**config.mk**
```make
export PLATFORM = sky130hd
export DESIGN_NAME = exe_muldiv
export DESIGN_NICKNAME = d
export VERILOG_FILES = /design/src/rtl/exe_muldiv_pkg.sv /design/src/rtl/muldiv_datapath.sv /design/src/rtl/exe_muldiv.sv
export SDC_FILE = /design/constraint.sdc
export NUM_CORES = 1
export LEC_CHECK = 0
export CAP_MARGIN = 10
export CORE_MARGIN = 1
export CORE_UTILIZATION = 45
export DETAILED_ROUTE_END_ITERATION = 12
export PLACE_DENSITY_LB_ADDON = 0.25
export SYNTH_ARGS = -nofsm -noshare
export SYNTH_HDL_FRONTEND = slang
export SYNTH_SLANG_ARGS = --single-unit
```
**constraint.sdc**
```tcl
create_clock -name clock -period 4.7 [get_ports clock]
set_clock_uncertainty 0.1 [all_clocks]
set_input_delay 0.94 -clock clock [delete_from_list [all_inputs] [get_ports clock]]
set_output_delay 0.94 -clock clock [all_outputs]
set_load 0.03 [all_outputs]
```
**src/rtl/exe_muldiv_pkg.sv**
```systemverilog
// Shared decode constants and state encoding for the EXE-stage HI/LO
// multiply/divide unit (exe_muldiv and muldiv_datapath).
package exe_muldiv_pkg;

    localparam int MD_WIDTH = 32;

    localparam logic [5:0] OP_SPECIAL = 6'h00;

    localparam logic [5:0] F_MFHI  = 6'h10;
    localparam logic [5:0] F_MTHI  = 6'h11;
    localparam logic [5:0] F_MFLO  = 6'h12;
    localparam logic [5:0] F_MTLO  = 6'h13;
    localparam logic [5:0] F_MULT  = 6'h18;
    localparam logic [5:0] F_MULTU = 6'h19;
    localparam logic [5:0] F_DIV   = 6'h1A;
    localparam logic [5:0] F_DIVU  = 6'h1B;

    localparam logic [MD_WIDTH-1:0] DIV0_Q = '1;

    typedef enum logic [1:0] {
        IDLE = 2'd0,
        RUN  = 2'd1,
        FIX  = 2'd2
    } state_t;

endpackage

```
**src/rtl/muldiv_datapath.sv**
```systemverilog
// Radix-2 iterative engine: 2W-bit accumulator, shift-add multiply and
// restoring shift-subtract divide on unsigned operands.
// Ports: clock, reset (sync, active-low), op_div, load, step,
//        a/b (unsigned operands, sampled on load), res (raw result).
// res: multiply -> product; divide -> {remainder, quotient}.
module muldiv_datapath
    import exe_muldiv_pkg::*;
#(
    parameter int WIDTH = MD_WIDTH
) (
    input  logic               clock,
    input  logic               reset,
    input  logic               op_div,
    input  logic               load,
    input  logic               step,
    input  logic [WIDTH-1:0]   a,
    input  logic [WIDTH-1:0]   b,
    output logic [2*WIDTH-1:0] res
);

    logic [2*WIDTH-1:0] acc;
    logic [2*WIDTH-1:0] acc_nxt;
    logic [WIDTH-1:0]   opb;
    logic               div_mode;
    logic [WIDTH:0]     sum;
    logic [WIDTH:0]     rem;
    logic [WIDTH-1:0]   dsub;
    logic               fits;

    // Multiply: low half holds the unconsumed multiplier bits, high half
    // the partial product; both shift right together each step.
    // Divide: low half holds dividend bits being shifted into the partial
    // remainder (high half) while quotient bits enter from the right.
    always_comb begin
        sum  = {1'b0, acc[2*WIDTH-1:WIDTH]} + {1'b0, opb};
        rem  = acc[2*WIDTH-1:WIDTH-1];
        fits = rem >= {1'b0, opb};
        dsub = rem[WIDTH-1:0] - opb;
        if (div_mode) begin
            if (fits)
                acc_nxt = {dsub, acc[WIDTH-2:0], 1'b1};
            else
                acc_nxt = {acc[2*WIDTH-2:0], 1'b0};
        end else begin
            if (acc[0])
                acc_nxt = {sum, acc[WIDTH-1:1]};
            else
                acc_nxt = {1'b0, acc[2*WIDTH-1:1]};
        end
    end

    always_ff @(posedge clock) begin
        if (!reset) begin
            acc      <= '0;
            opb      <= '0;
            div_mode <= 1'b0;
        end else if (load) begin
            acc      <= {{WIDTH{1'b0}}, a};
            opb      <= b;
            div_mode <= op_div;
        end else if (step) begin
            acc      <= acc_nxt;
        end
    end

    assign res = acc;

endmodule

```
**src/rtl/exe_muldiv.sv**
```systemverilog
// EXE-stage HI/LO unit: MULT/MULTU/DIV/DIVU over WIDTH+1 cycles, MFHI/MFLO/
// MTHI/MTLO, and a stall request while a HI/LO access meets a busy unit.
// Ports: clock, reset (sync, active-low), ins_ID_EXE, a_ID_EXE, b_ID_EXE,
//        stall_req, busy, hilo_sel, hilo_rdata.
module exe_muldiv
    import exe_muldiv_pkg::*;
#(
    parameter int WIDTH = MD_WIDTH
) (
    input  logic             clock,
    input  logic             reset,
    input  logic [31:0]      ins_ID_EXE,
    input  logic [WIDTH-1:0] a_ID_EXE,
    input  logic [WIDTH-1:0] b_ID_EXE,
    output logic             stall_req,
    output logic             busy,
    output logic             hilo_sel,
    output logic [WIDTH-1:0] hilo_rdata
);

    localparam int CW = $clog2(WIDTH);
    localparam logic [CW-1:0] LAST = CW'(WIDTH - 1);

    state_t             state;
    logic [CW-1:0]      count;
    logic [WIDTH-1:0]   hi;
    logic [WIDTH-1:0]   lo;
    logic               op_div;
    logic               neg_q;
    logic               neg_r;
    logic               b_zero;

    logic [5:0]         funct;
    logic               special;
    logic               is_mfhi;
    logic               is_mflo;
    logic               is_mthi;
    logic               is_mtlo;
    logic               is_md;
    logic               is_sgn;
    logic               is_dv;
    logic               hilo_ins;
    logic               idle;
    logic               start;
    logic [WIDTH-1:0]   a_abs;
    logic [WIDTH-1:0]   b_abs;
    logic [2*WIDTH-1:0] res;
    logic [2*WIDTH-1:0] prod;
    logic [WIDTH-1:0]   fix_q;
    logic [WIDTH-1:0]   fix_r;
    logic               unused_ins;

    assign funct      = ins_ID_EXE[5:0];
    assign special    = ins_ID_EXE[31:26] == OP_SPECIAL;
    assign unused_ins = ^ins_ID_EXE[25:6];

    always_comb begin
        is_mfhi = special && funct == F_MFHI;
        is_mflo = special && funct == F_MFLO;
        is_mthi = special && funct == F_MTHI;
        is_mtlo = special && funct == F_MTLO;
        is_sgn  = special && (funct == F_MULT || funct == F_DIV);
        is_dv   = special && (funct == F_DIV || funct == F_DIVU);
        is_md   = special && (funct == F_MULT || funct == F_MULTU ||
                              funct == F_DIV  || funct == F_DIVU);
        hilo_ins = is_md || is_mfhi || is_mflo || is_mthi || is_mtlo;
    end

    assign idle      = state == IDLE;
    assign busy      = !idle;
    assign stall_req = busy && hilo_ins;
    assign start     = idle && is_md;
    assign hilo_sel  = idle && (is_mfhi || is_mflo);

    always_comb begin
        hilo_rdata = '0;
        if (idle && is_mfhi)
            hilo_rdata = hi;
        else if (idle && is_mflo)
            hilo_rdata = lo;
    end

    assign a_abs = (is_sgn && a_ID_EXE[WIDTH-1]) ? -a_ID_EXE : a_ID_EXE;
    assign b_abs = (is_sgn && b_ID_EXE[WIDTH-1]) ? -b_ID_EXE : b_ID_EXE;

    muldiv_datapath #(.WIDTH(WIDTH)) u_dp (
        .clock  (clock),
        .reset  (reset),
        .op_div (is_dv),
        .load   (start),
        .step   (state == RUN),
        .a      (a_abs),
        .b      (b_abs),
        .res    (res)
    );

    // With a zero divisor the engine leaves |dividend| as remainder, so
    // re-applying the dividend sign returns the original dividend.
    always_comb begin
        prod  = neg_q ? -res : res;
        fix_r = neg_r ? -res[2*WIDTH-1:WIDTH] : res[2*WIDTH-1:WIDTH];
        if (b_zero)
            fix_q = DIV0_Q[WIDTH-1:0];
        else
            fix_q = neg_q ? -res[WIDTH-1:0] : res[WIDTH-1:0];
    end

    always_ff @(posedge clock) begin
        if (!reset) begin
            state  <= IDLE;
            count  <= '0;
            hi     <= '0;
            lo     <= '0;
            op_div <= 1'b0;
            neg_q  <= 1'b0;
            neg_r  <= 1'b0;
            b_zero <= 1'b0;
        end else begin
            unique case (state)
                IDLE: begin
                    if (start) begin
                        op_div <= is_dv;
                        neg_q  <= is_sgn &&
                                  (a_ID_EXE[WIDTH-1] ^ b_ID_EXE[WIDTH-1]);
                        neg_r  <= is_sgn && a_ID_EXE[WIDTH-1];
                        b_zero <= is_dv && b_ID_EXE == '0;
                        count  <= '0;
                        state  <= RUN;
                    end else begin
                        if (is_mthi) hi <= a_ID_EXE;
                        if (is_mtlo) lo <= a_ID_EXE;
                    end
                end
                RUN: begin
                    count <= count + 1'b1;
                    if (count == LAST) state <= FIX;
                end
                FIX: begin
                    if (op_div) begin
                        hi <= fix_r;
                        lo <= fix_q;
                    end else begin
                        hi <= prod[2*WIDTH-1:WIDTH];
                        lo <= prod[WIDTH-1:0];
                    end
                    state <= IDLE;
                end
                default: state <= IDLE;
            endcase
        end
    end

endmodule

```
Yosys cells after proc, flatten, opt, wreduce, memory -nomap -nowiden:

Cells that the tools add are included.

* bits in registers: 172
* input bits: 98
* word-level logic and storage cells: 104

* $add $sub $neg: 8
* magnitude comparators: 1
* eq/ne operators: 16
* muxes and demuxes: 26
* bitwise gates (word level): 2
* reduce and logical (&&, ||, !) cells: 39

Operator list (number)
* 2-to-1 mux 32 bit: 15
* 2-to-1 mux 64 bit: 4
* negator 32 bit: 4
* one-hot mux 32 bit (2 select lines): 2
* negator 64 bit: 1
* equality test 6 x 5 -> 1 bit, second input constant: 8
* adder 32 x 32 -> 33 bit: 1
* greater-or-equal comparator 33 x 32 -> 1 bit: 1
* logical NOT 32 bit: 1
* subtractor 32 bit: 1
* logical AND 1 bit: 16
* logical OR 1 bit: 10
* one-hot mux 5 bit (2 select lines): 1
* inequality test 2 bit, second input constant: 4
* logical NOT 6 bit: 1
* AND reduction 2 bit: 3
* AND reduction 3 bit: 2
* nonzero test 2 bit: 3
* adder 5 x 1 -> 5 bit, second input constant: 1
* equality test 5 bit, second input constant: 1
* 2-to-1 mux 5 bit: 1
* 2-to-1 mux 2 bit: 2
* one-hot mux 2 bit (2 select lines): 1
* equality test 2 x 1 -> 1 bit, second input constant: 1
* 7 further kinds: 7

Depth between registers and ports, before layout:

Gate-level depths: netlist (run 1).

* depth in word-level cells: 10
* mapped depth: 13

Modules after synthesis:

A second synthesis (run 1) with hierarchy kept.

* cells, all modules: 2074
* area, all modules: 15607.5 um2

By module, submodules not included
* muldiv_datapath: instances 1, cells an instance 1057, area an instance 8375.5 um2, sequential area each 1941.9 um2
* exe_muldiv: instances 1, cells an instance 1017, area an instance 7231.9 um2, sequential area each 1501.4 um2

Least setup slack after synthesis (run 1):

No wires, ideal clock.

* kind: input port to output port
* start point: in ins_ID_EXE[26]
* end point: out hilo_rdata[10]
* data arrival time: 2.606 ns
* required time: 3.660 ns
* slack: 1.054 ns
* stages on the path: 6
* buffers on the path: 2
* cell sequence: nor4_1 -> nand4_1 -> or4_1 -> clkbuf_1 -> clkbuf_1 -> nor2_1

* word-level cells in the longest chain between the ends: 5

RTL lines
* start: declaration: line exe_muldiv.sv:12 `input logic [31:0] ins_ID_EXE,`
* logical NOT 6 bit *: line exe_muldiv.sv:54 `assign special = ins_ID_EXE[31:26] == OP_SPECIAL;`
* logical AND 1 bit: line exe_muldiv.sv:59 `is_mflo = special && funct == F_MFLO;`
* logical AND 1 bit: line exe_muldiv.sv:79 `else if (idle && is_mflo)`
* 2-to-1 mux 32 bit: line exe_muldiv.sv:79
* 2-to-1 mux 32 bit *: line exe_muldiv.sv:77 `if (idle && is_mfhi)`
* end: declaration: line exe_muldiv.sv:18 `output logic [WIDTH-1:0] hilo_rdata`

Every way passes the cells marked *; elsewhere a longest branch is shown, timed or not.

Final worst setup path (run 1):

* start point: reg u_dp.acc[41] (netlist: u_dp.res[41])
* end point: reg u_dp.acc[33] (netlist: u_dp.res[33])

* word-level cells in the longest chain between the ends: 3

RTL lines
* start: declaration: line muldiv_datapath.sv:21 `logic [2*WIDTH-1:0] acc;`
* start signal: assignment: line muldiv_datapath.sv:58 `acc <= {{WIDTH{1'b0}}, a};`
* start signal: assignment: line muldiv_datapath.sv:62 `acc <= acc_nxt;`
* greater-or-equal comparator 33 x 32 -> 1 bit: line muldiv_datapath.sv:37 `fits = rem >= {1'b0, opb};`
* 2-to-1 mux 64 bit: line muldiv_datapath.sv:40 `if (fits)`
* 2-to-1 mux 64 bit: line muldiv_datapath.sv:39 `if (div_mode) begin`

No other way between the ends.
A chain may end at the register's enable or synchronous reset.

==> results.md, run 1 <==
- Post-layout nets: 2221
- Register area share after synthesis: 23.1%
- Synth warnings: 0
- Syn_nets: 2193
- Total global-route track usage: 30.4%
- RSZ-0062 raised after global routing: no
- Setup TNS: 0 ps
- Final HPWL DP: 37.5 mm
- Synth Area in Adders: 6.14%
- Post-synthesis xor/xnor area fraction: 8.86%
- Critical path, cell by cell: ha_1 > nand4_1 > nor4_1 > a21oi_1 > o221ai_1 > a211o_1 > buf_4 > mux2i_1 > a21oi_1 > a21oi_1
- Vias in the first global route: 14600
- Starting Density: 45.7%
- Overflow after GRT: 0
- DRT Wirelength: 51.5 mm
- Synth top area cells: dfxtp_1, a21oi_1, ha_1, a211oi_1, nor2_1
- Required time of the critical path: 4980 ps
- Placed cells: 2474
- Max Slew Vio Count: 0
- # DRC: 0
- Final hold vios: 0
- Hold_buf cts: 0
- Router iterations before antenna repair: 6
- Min cycle time layout: 4070 ps
- Final core utilization: 51.7%
- Kind of start point of the critical path: flop
- Die H: 184 µm
- Post-DP Area: 16300 µm²
- Family with the most delay on the worst path: compound AO/OA/AOI/OAI gates
- GP Congestion: 1.03
- Max frequency: 245 MHz
- Multi-input logic area: 10700 µm²
- Share of cells above drive strength 1: 8.28%
- Non-Filler Instances: 2506
- Critical path arrival: 4350 ps
- Via Count: 15900
- Crit share post-route: 86.7%
- Max IR drop VDD: 0.262 mV
- # clock sinks: 172
- H-tree levels: 4
- Initial DRC count: 1763
- Routed Antenna Nets: 0
- Overall die area: 33900 µm²
- Total power: 3.06 mW
- Status: completed
- Initial antenna violation count: 0
- EDFF count, synth: 0
- Predominant post-synthesis flop cell: dfxtp_1
- Largest family of logic cells by synthesized area: compound AO/OA/AOI/OAI gates
- Largest net degree at the start of global routing: 101
- Post-synth top area cell: dfxtp_1
- CP Max Fanout: 10
- Synth-to-layout area growth: 13.1%
- Resized Gates After CTS: 0
- Slew of the pin with the lowest slew margin: 1190 ps
- Seq. cell area: 3450 µm²
- Buffer and inverter count on the worst path: 1
- WS Path Type: flop to flop
- Post-Syn Instances: 2023
- Synth Area in Compound Gates: 30.5%
- Max-cap viol count: 0
- # rows: 66
- CP most frequent cell: a21oi_1
- Ant diodes: 0
- Mux cell area share after synthesis: 5.45%
- Hold slack: 352 ps
- Mapped Area: 14900 µm²
- Final setup margin: 626 ps
- Slowest cell delay on critical path: 860 ps
- Place WS: 317 ps
- Core Box Area: 32600 µm²
- Die W: 184 µm
- Finished Cell Area: 16900 µm²
- Clock Path Buffers: 2
- Slew headroom: 20.6%
- Synth top area share: 23.1%
- Setup crit end kind: flop
- Setup repair bufs after CTS: 0
- Routed len/inst: 20.6 µm
- Static Leakage: 6.41 nW
- Worst min-delay path class: flop to flop
- Vias per cell: 6.34
- Input/output buffers: 112
- Synth Area in Simple Gates: 20.1%
- PD cells: 181 nW/µm²
- Final setup vio count: 0
- Skew-Pair Late Insertion Delay: 450 ps
- Crit-path slowest cell: nor4_1
- Avg Cell Area, Syn: 7.38 µm²
- Yosys cell types: 72
- CTS tree: yes
- Root Driver: clkbuf_16
- Fillers: 3195
- Num CTS Buffers: 17
- Yosys reg bits: 172
- Clock transition at the registers of the reported paths: 70 ps
- IO Pins: 133
- First-pass GRT wire length: 81.1 mm
- Async set-or-reset flop fraction in the synthesized netlist: 0%
cell usage in the layout, fill, tap and decap left out, drive strengths merged, types with 9 or more instances in the layout:
cell type        n
o221ai          48
or3             26
clkdlybuf4s50   77
or2             12
nor4            17
o41ai           14
nor2           192
o21ai          127
clkbuf          20
nand3           58
o21a            11
nand2          185
and3            15
mux2            18
nand2b          12
xor2            71
o31ai           40
ha              70
clkinv           9
nand4           24
and2             9
mux2i           61
o211ai          28
or4             16
nor3            34
nor2b           13
dfxtp          172
buf             83
a31oi           31
xnor2           80
o21bai           9
inv             76
a21o            28
a211oi          97
a21oi          183
final cells by class:
type | instances | share of cell area (%)
multi-input cells | 1625 | 63.1
repair buffers | 160 | 8.30
clock inverters | 12 | 0.534
clock buffers | 20 | 2.71
inverters | 75 | 1.68
flip-flops and latches | 172 | 20.4
well taps | 442 | 3.28
state kept, by name, indices dropped and copies added (netlist names):
register,count
lo,32
u_dp.opb,32
hi,32
neg_q,1
op_div,1
u_dp.div_mode,1
b_zero,1
u_dp.res,64
neg_r,1
state,2
count,5
power breakdown:
group | switching (mW) | leakage, nW | internal, mW
clock | 0.656 | 0.268 | 0.709
sequential | 0.00179 | 1.39 | 1.46
combinational | 0.131 | 4.75 | 0.103
total | 0.789 | 6.41 | 2.27
worst paths after layout:
kind                                     to                       from  depth (start not counted)  slack (ps)
setup / recovery  u_dp.res[33]$_SDFFE_PP0P_  u_dp.res[41]$_SDFFE_PP0P_                         10         630
hold reg to reg         lo[13]$_SDFFE_PN0P_        lo[13]$_SDFFE_PN0P_                          2         350
hold / removal          lo[13]$_SDFFE_PN0P_        lo[13]$_SDFFE_PN0P_                          2         350
setup reg to reg  u_dp.res[33]$_SDFFE_PP0P_  u_dp.res[41]$_SDFFE_PP0P_                         10         630
routing by layer:
metal	vias up	GRT usage, %	wire length, µm
met3	109	4.58	4160
li1	7539	-	-
met4	0	10.8	1440
met1	7499	40.4	22600
met2	729	49.7	23300
met5	-	0	0
synth_stat cells, drive strengths merged (31+ instances only):
| cell | count |
|---|---|
| nand2 | 185 |
| a31oi | 31 |
| mux2i | 61 |
| o221ai | 48 |
| nor3 | 34 |
| o31ai | 40 |
| o21ai | 127 |
| nor2 | 192 |
| dfxtp | 172 |
| clkbuf | 132 |
| xor2 | 71 |
| inv | 74 |
| a211oi | 97 |
| nand3 | 58 |
| ha | 70 |
| xnor2 | 80 |
| a21oi | 183 |
worst reg2reg max path, stage by stage, from the launching register on:
cell and delay (ps):
dfxtp_1 640, ha_1 350, nand4_1 200, nor4_1 870, a21oi_1 160, o221ai_1 520, a211o_1 460, buf_4 260
mux2i_1 190, a21oi_1 90, a21oi_1 160
cells by family after synthesis:
| logic type | after synthesis |
|---|---|
| compound gates | 687 |
| xor+xnor | 151 |
| fa+ha+maj | 72 |
| buf+inv | 226 |
| flops | 172 |
| mux | 79 |
| simple gates | 636 |
Note: power is estimated with default switching activity, not from simulation.
==> run 2, diff against run 1 <==
--- a/config.mk
+++ b/config.mk
@@ -5,9 +5,10 @@
 export SDC_FILE = /design/constraint.sdc
 export NUM_CORES = 1
 export LEC_CHECK = 0
-export CAP_MARGIN = 10
+export CAP_MARGIN = 20
 export CORE_MARGIN = 1
-export CORE_UTILIZATION = 45
+export CORE_UTILIZATION = 55
+export CTS_CLUSTER_SIZE = 10
 export DETAILED_ROUTE_END_ITERATION = 12
 export PLACE_DENSITY_LB_ADDON = 0.25
 export SYNTH_ARGS = -nofsm -noshare
==> run 2 against run 1 <==
Count of clock-buffer cells in the layout is 3 lower. Cell area shrank 0.54%. Register-to-register slack about the same. Die area down 18%. Cell count shrank 4.2%. Clock power increased by 7%. Global-route usage up 5.8 points. Maximum frequency is 0.28% lower. Critical path depth stayed put. Sequential cell count stayed put. Core utilization rose by 12 points. Largest cell class unchanged.
==> results.md, run 2 (synthesized netlist as in run 1, its figures left out) <==
- Crit-path slowest cell: o221ai_1
- Router iterations before antenna repair: 6
- WS Path Type: flop to flop
- Initial DRC count: 1661
- Worst min-delay path class: flop to flop
- Setup crit end kind: flop
- Resized Gates After CTS: 0
- GP Congestion: 1.00
- # DRC: 0
- Crit share post-route: 86.9%
- Hold_buf cts: 0
- Post-DP Area: 16200 µm²
- Min cycle time layout: 4090 ps
- Slew headroom: 35.6%
- Place WS: 371 ps
- Non-Filler Instances: 2401
- Final hold vios: 0
- Hold path cells: 2
- Critical path, cell by cell: ha_1 > nand4_1 > nor4_1 > a21oi_1 > o221ai_1 > a211o_1 > buf_4 > nand2_1 > o21ai_0 > a32o_1
- Max Slew Vio Count: 0
- Clock transition at the registers of the reported paths: 80 ps
- DRT Wirelength: 51.2 mm
- Reg2reg start: u_dp.res[58]$_SDFFE_PP0P_
- Reg2Reg Depth: 10
- Initial antenna violation count: 0
- Synth-to-layout area growth: 12.5%
- Max IR drop VDD: 0.165 mV
- Required time of the critical path: 4970 ps
- Final core utilization: 63.7%
- # clock sinks: 172
- Clock Path Buffers: 2
- Final HPWL DP: 37.4 mm
- Static Leakage: 6.43 nW
- Setup repair bufs after CTS: 0
- Final setup vio count: 0
- Commonest non-fill, non-tap cells in the layout: nor2_1, nand2_1, a21oi_1
- Routed len/inst: 21.3 µm
- Vias per cell: 6.63
- First-pass GRT wire length: 80.1 mm
- Family with the most delay on the worst path: compound AO/OA/AOI/OAI gates
- Overall die area: 27800 µm²
- Final setup margin: 615 ps
- Post-layout nets: 2224
- Input/output buffers: 112
- Met1 WL: 21.3 mm
- H-tree levels: 4
- Max-cap viol count: 0
- Finished Cell Area: 16800 µm²
- Num CTS Buffers: 17
- Worst flop-to-flop path endpoint: u_dp.res[55]$_SDFFE_PP0P_
- R2r setup slk: 610 ps
- Setup TNS: 0 ps
- Status: completed
- Hold slack: 353 ps
- Routed Antenna Nets: 0
- Total power: 3.14 mW
- Share of cells above drive strength 1: 8.42%
- Commonest non-fill, non-tap cell in the layout: nor2_1
- Core Box Area: 26400 µm²
- Starting Density: 56.6%
- Total global-route track usage: 36.2%
- Largest net degree at the start of global routing: 65
- Setup crit start: u_dp.res[58]$_SDFFE_PP0P_
- RSZ-0062 raised after global routing: no
- Startpoint of the worst hold path: lo[18]$_SDFFE_PN0P_
- Placed cells: 2370
- CTS tree: yes
- Die W: 167 µm
- WHS Endpoint: lo[18]$_SDFFE_PN0P_
- Via Count: 15900
- Critical path arrival: 4360 ps
- Max layer used: met4
- IO Pins: 133
- PD cells: 187 nW/µm²
- Vias in the first global route: 14600
- Skew-Pair Late Insertion Delay: 450 ps
- CP Max Fanout: 7
- Ant diodes: 0
- DR WL met2: 23.7 mm
- Slew of the pin with the lowest slew margin: 967 ps
- Root Driver: clkbuf_16
- Max reg flops: 64
- Slowest cell delay on critical path: 660 ps
- Overflow after GRT: 0
- Kind of start point of the critical path: flop
- Max frequency: 245 MHz
- Buffer and inverter count on the worst path: 1
- Die H: 167 µm
- Met3 WL: 4.55 mm
- # rows: 59
- Fillers: 2435
-- run 2: tightest hold or removal path, cell delays in order, from the launching register on --
cell and delay, ps:
dfxtp_1 310, nand2_1 50, a21oi_1 50
-- run 2: layer usage --
layer,up-vias,global-route usage [%]
met3,110,6.20
met5,-,0
met1,7442,47.5
met2,827,59.3
li1,7550,-
met4,0,14.0
-- run 2: power by group --
group          internal, mW  switching (mW)  leakage (nW)
combinational         0.103           0.131          4.77
clock                 0.710           0.737         0.278
sequential             1.46         0.00183          1.39
total                  2.27           0.869          6.43
-- run 2: worst max-delay path by stage --
stage,endpoint,cells past startpoint
finish,u_dp.res[55]$_SDFFE_PP0P_,10
global route,u_dp.res[55]$_SDFFE_PP0P_,10
CTS,u_dp.res[55]$_SDFFE_PP0P_,10
detailed placement,u_dp.res[29]$_SDFFE_PN0P_,9
global placement,u_dp.res[29]$_SDFFE_PN0P_,9
floorplan,hilo_rdata[10],6
-- run 2: layout make-up --
class | instances | area (µm²) | area share, %
Multi-Input combinational cell | 1625 | 10700 | 63.4
Sequential cell | 172 | 3450 | 20.5
Timing Repair Buffer | 163 | 1410 | 8.41
Clock buffer | 17 | 425 | 2.53
Tap cell | 335 | 419 | 2.50
Inverter | 75 | 282 | 1.68
Clock inverter | 14 | 155 | 0.924
==> run 3, diff against run 2 <==
--- a/config.mk
+++ b/config.mk
@@ -7,9 +7,10 @@
 export LEC_CHECK = 0
 export CAP_MARGIN = 20
 export CORE_MARGIN = 1
-export CORE_UTILIZATION = 55
+export CORE_UTILIZATION = 54
 export CTS_CLUSTER_SIZE = 10
 export DETAILED_ROUTE_END_ITERATION = 12
+export HOLD_SLACK_MARGIN = 0.08
 export PLACE_DENSITY_LB_ADDON = 0.25
 export SYNTH_ARGS = -nofsm -noshare
 export SYNTH_HDL_FRONTEND = slang
==> constraint.sdc (replaced) <==
create_clock -name clock -period 3.6 [get_ports clock]
set_clock_uncertainty 0.1 [all_clocks]
set_input_delay 0.72 -clock clock [delete_from_list [all_inputs] [get_ports clock]]
set_output_delay 0.72 -clock clock [all_outputs]
set_load 0.03 [all_outputs]
==> run 3 against run 2 <==
Routed wire length rose by 2.8%. Die area rose by 1.8%. First-iteration DRC count rose by 12%. Register-to-register slack got worse by 510 ps. Setup slack got worse by 560 ps. Sequential power rose by 30%. Combinational power rose by 41%. Count of clock-buffer cells in the layout rose by 1. Sequential share of layout area fell by 0.92 points. Cell area rose by 4.7%. Cell count rose by 3.7%. Via count rose by 3.8%. Critical path type is now input pin to output port. Critical endpoint is now hilo_rdata[31]. Largest power group is now clock.
==> results.md, run 3 (synthesized netlist as in run 1, its figures left out) <==
- Status: completed
- Die H: 168 µm
- Static Leakage: 6.90 nW
- CP Max Fanout: 33
- CTS tree: yes
- Clock Path Buffers: 2
- Skew-Pair Late Insertion Delay: 450 ps
- Routed Antenna Nets: 0
- Die W: 168 µm
- Final HPWL DP: 38.4 mm
- Root Driver: clkbuf_16
- Ant diodes: 0
- Routed len/inst: 21.1 µm
- PD cells: 239 nW/µm²
- Place WS: -253 ps
- Vias in the first global route: 15400
- Synth-to-layout area growth: 17.8%
- Max-cap viol count: 0
- First-pass GRT wire length: 82.8 mm
- Reg2Reg Depth: 13
- Hold path cells: 2
- Largest net degree at the start of global routing: 66
- Post-layout nets: 2306
- Vias per cell: 6.64
- Hold slack: 355 ps
- Max IR drop VDD: 0.240 mV
- Worst min-delay path class: flop to flop
- Initial antenna violation count: 0
- Router iterations before antenna repair: 6
- Max frequency: 282 MHz
- Commonest non-fill, non-tap cell in the layout: nor2_1
- Overflow after GRT: 0
- Share of cells above drive strength 1: 12.1%
- Slew of the pin with the lowest slew margin: 1040 ps
- Min cycle time layout: 3550 ps
- Overall die area: 28300 µm²
- IO Pins: 133
- Final core utilization: 65.0%
- Via Count: 16500
- Crit share post-route: 98.5%
- # DRC: 0
- H-tree levels: 4
- Slew headroom: 30.3%
- WS Path Type: input pin to output port
- Final setup margin: 54.5 ps
- Clock transition at the registers of the reported paths: 80 ps
- Total global-route track usage: 36.7%
- Max reg flops: 64
- # rows: 60
- Critical path arrival: 2730 ps
- Max Slew Vio Count: 0
- # clock sinks: 172
- DRT Wirelength: 52.6 mm
- Kind of start point of the critical path: input pin
- Final hold vios: 0
- Input/output buffers: 112
- Initial DRC count: 1863
- Total power: 4.20 mW
- Hold_buf cts: 0
- Required time of the critical path: 2780 ps
- Starting Density: 55.2%
- Setup repair bufs after CTS: 0
- Core Box Area: 27000 µm²
- Num CTS Buffers: 17
- Final setup vio count: 0
- Commonest non-fill, non-tap cells in the layout: nor2_1, nand2_1, a21oi_1
- Setup crit end kind: output port
- GP Congestion: 1.05
- R2r setup slk: 100 ps
[run 3: repair_timing]
action / 4_1_cts / 5_1_grt
pin swaps: 1 / 1
gates resized for setup: 0 / 4
endpoints found under the setup margin: 1 / 5
[run 3: critical path, stage by stage]
cell	delay (ps)
clkdlybuf4s50_1	430
nor4_2	360
nand4_1	180
or4_1	520
buf_12	210
nor2_1	130
buf_4	170
[run 3: worst paths after layout]
path,startpoint,end
max,ins_ID_EXE[26],hilo_rdata[31]
min reg2reg,lo[18]$_SDFFE_PN0P_,lo[18]$_SDFFE_PN0P_
max reg2reg,u_dp.opb[0]$_SDFFE_PN0N_,u_dp.res[61]$_SDFFE_PP0P_
min,lo[18]$_SDFFE_PN0P_,lo[18]$_SDFFE_PN0P_
[run 3: metrics by stage]
stage,TNS [ps],cell area (µm²),instances
floorplan,0,14900,2023
global placement,-907,16900,2457
detailed placement,-935,17000,2458
CTS,0,17600,2490
global route,-344,17600,2490
finish,0,17600,2490
[run 3: report_power, final]
part           switching (mW)  leakage (nW)  internal (mW)
combinational           0.177          5.21          0.151
clock                    1.01         0.297          0.961
sequential            0.00198          1.39           1.90
total                    1.18          6.90           3.01
[run 3: cell type report]
cell class | count | area [µm²]
Clock buffer | 18 | 439
Clock inverter | 14 | 170
Fill cell | 2467 | 9450
Inverter | 75 | 282
Multi-Input combinational cell | 1625 | 10700
Sequential cell | 172 | 3450
Tap cell | 341 | 427
Timing Repair Buffer | 245 | 2150
[run 3: layer usage]
metal  GRT usage, %  vias up  share of wire [%]
met3           6.63      188                 10
met2           59.3      975                 44
met5              0        -                  0
li1               -     7706                  -
met4           18.2        0                4.5
met1           47.1     7660                 41
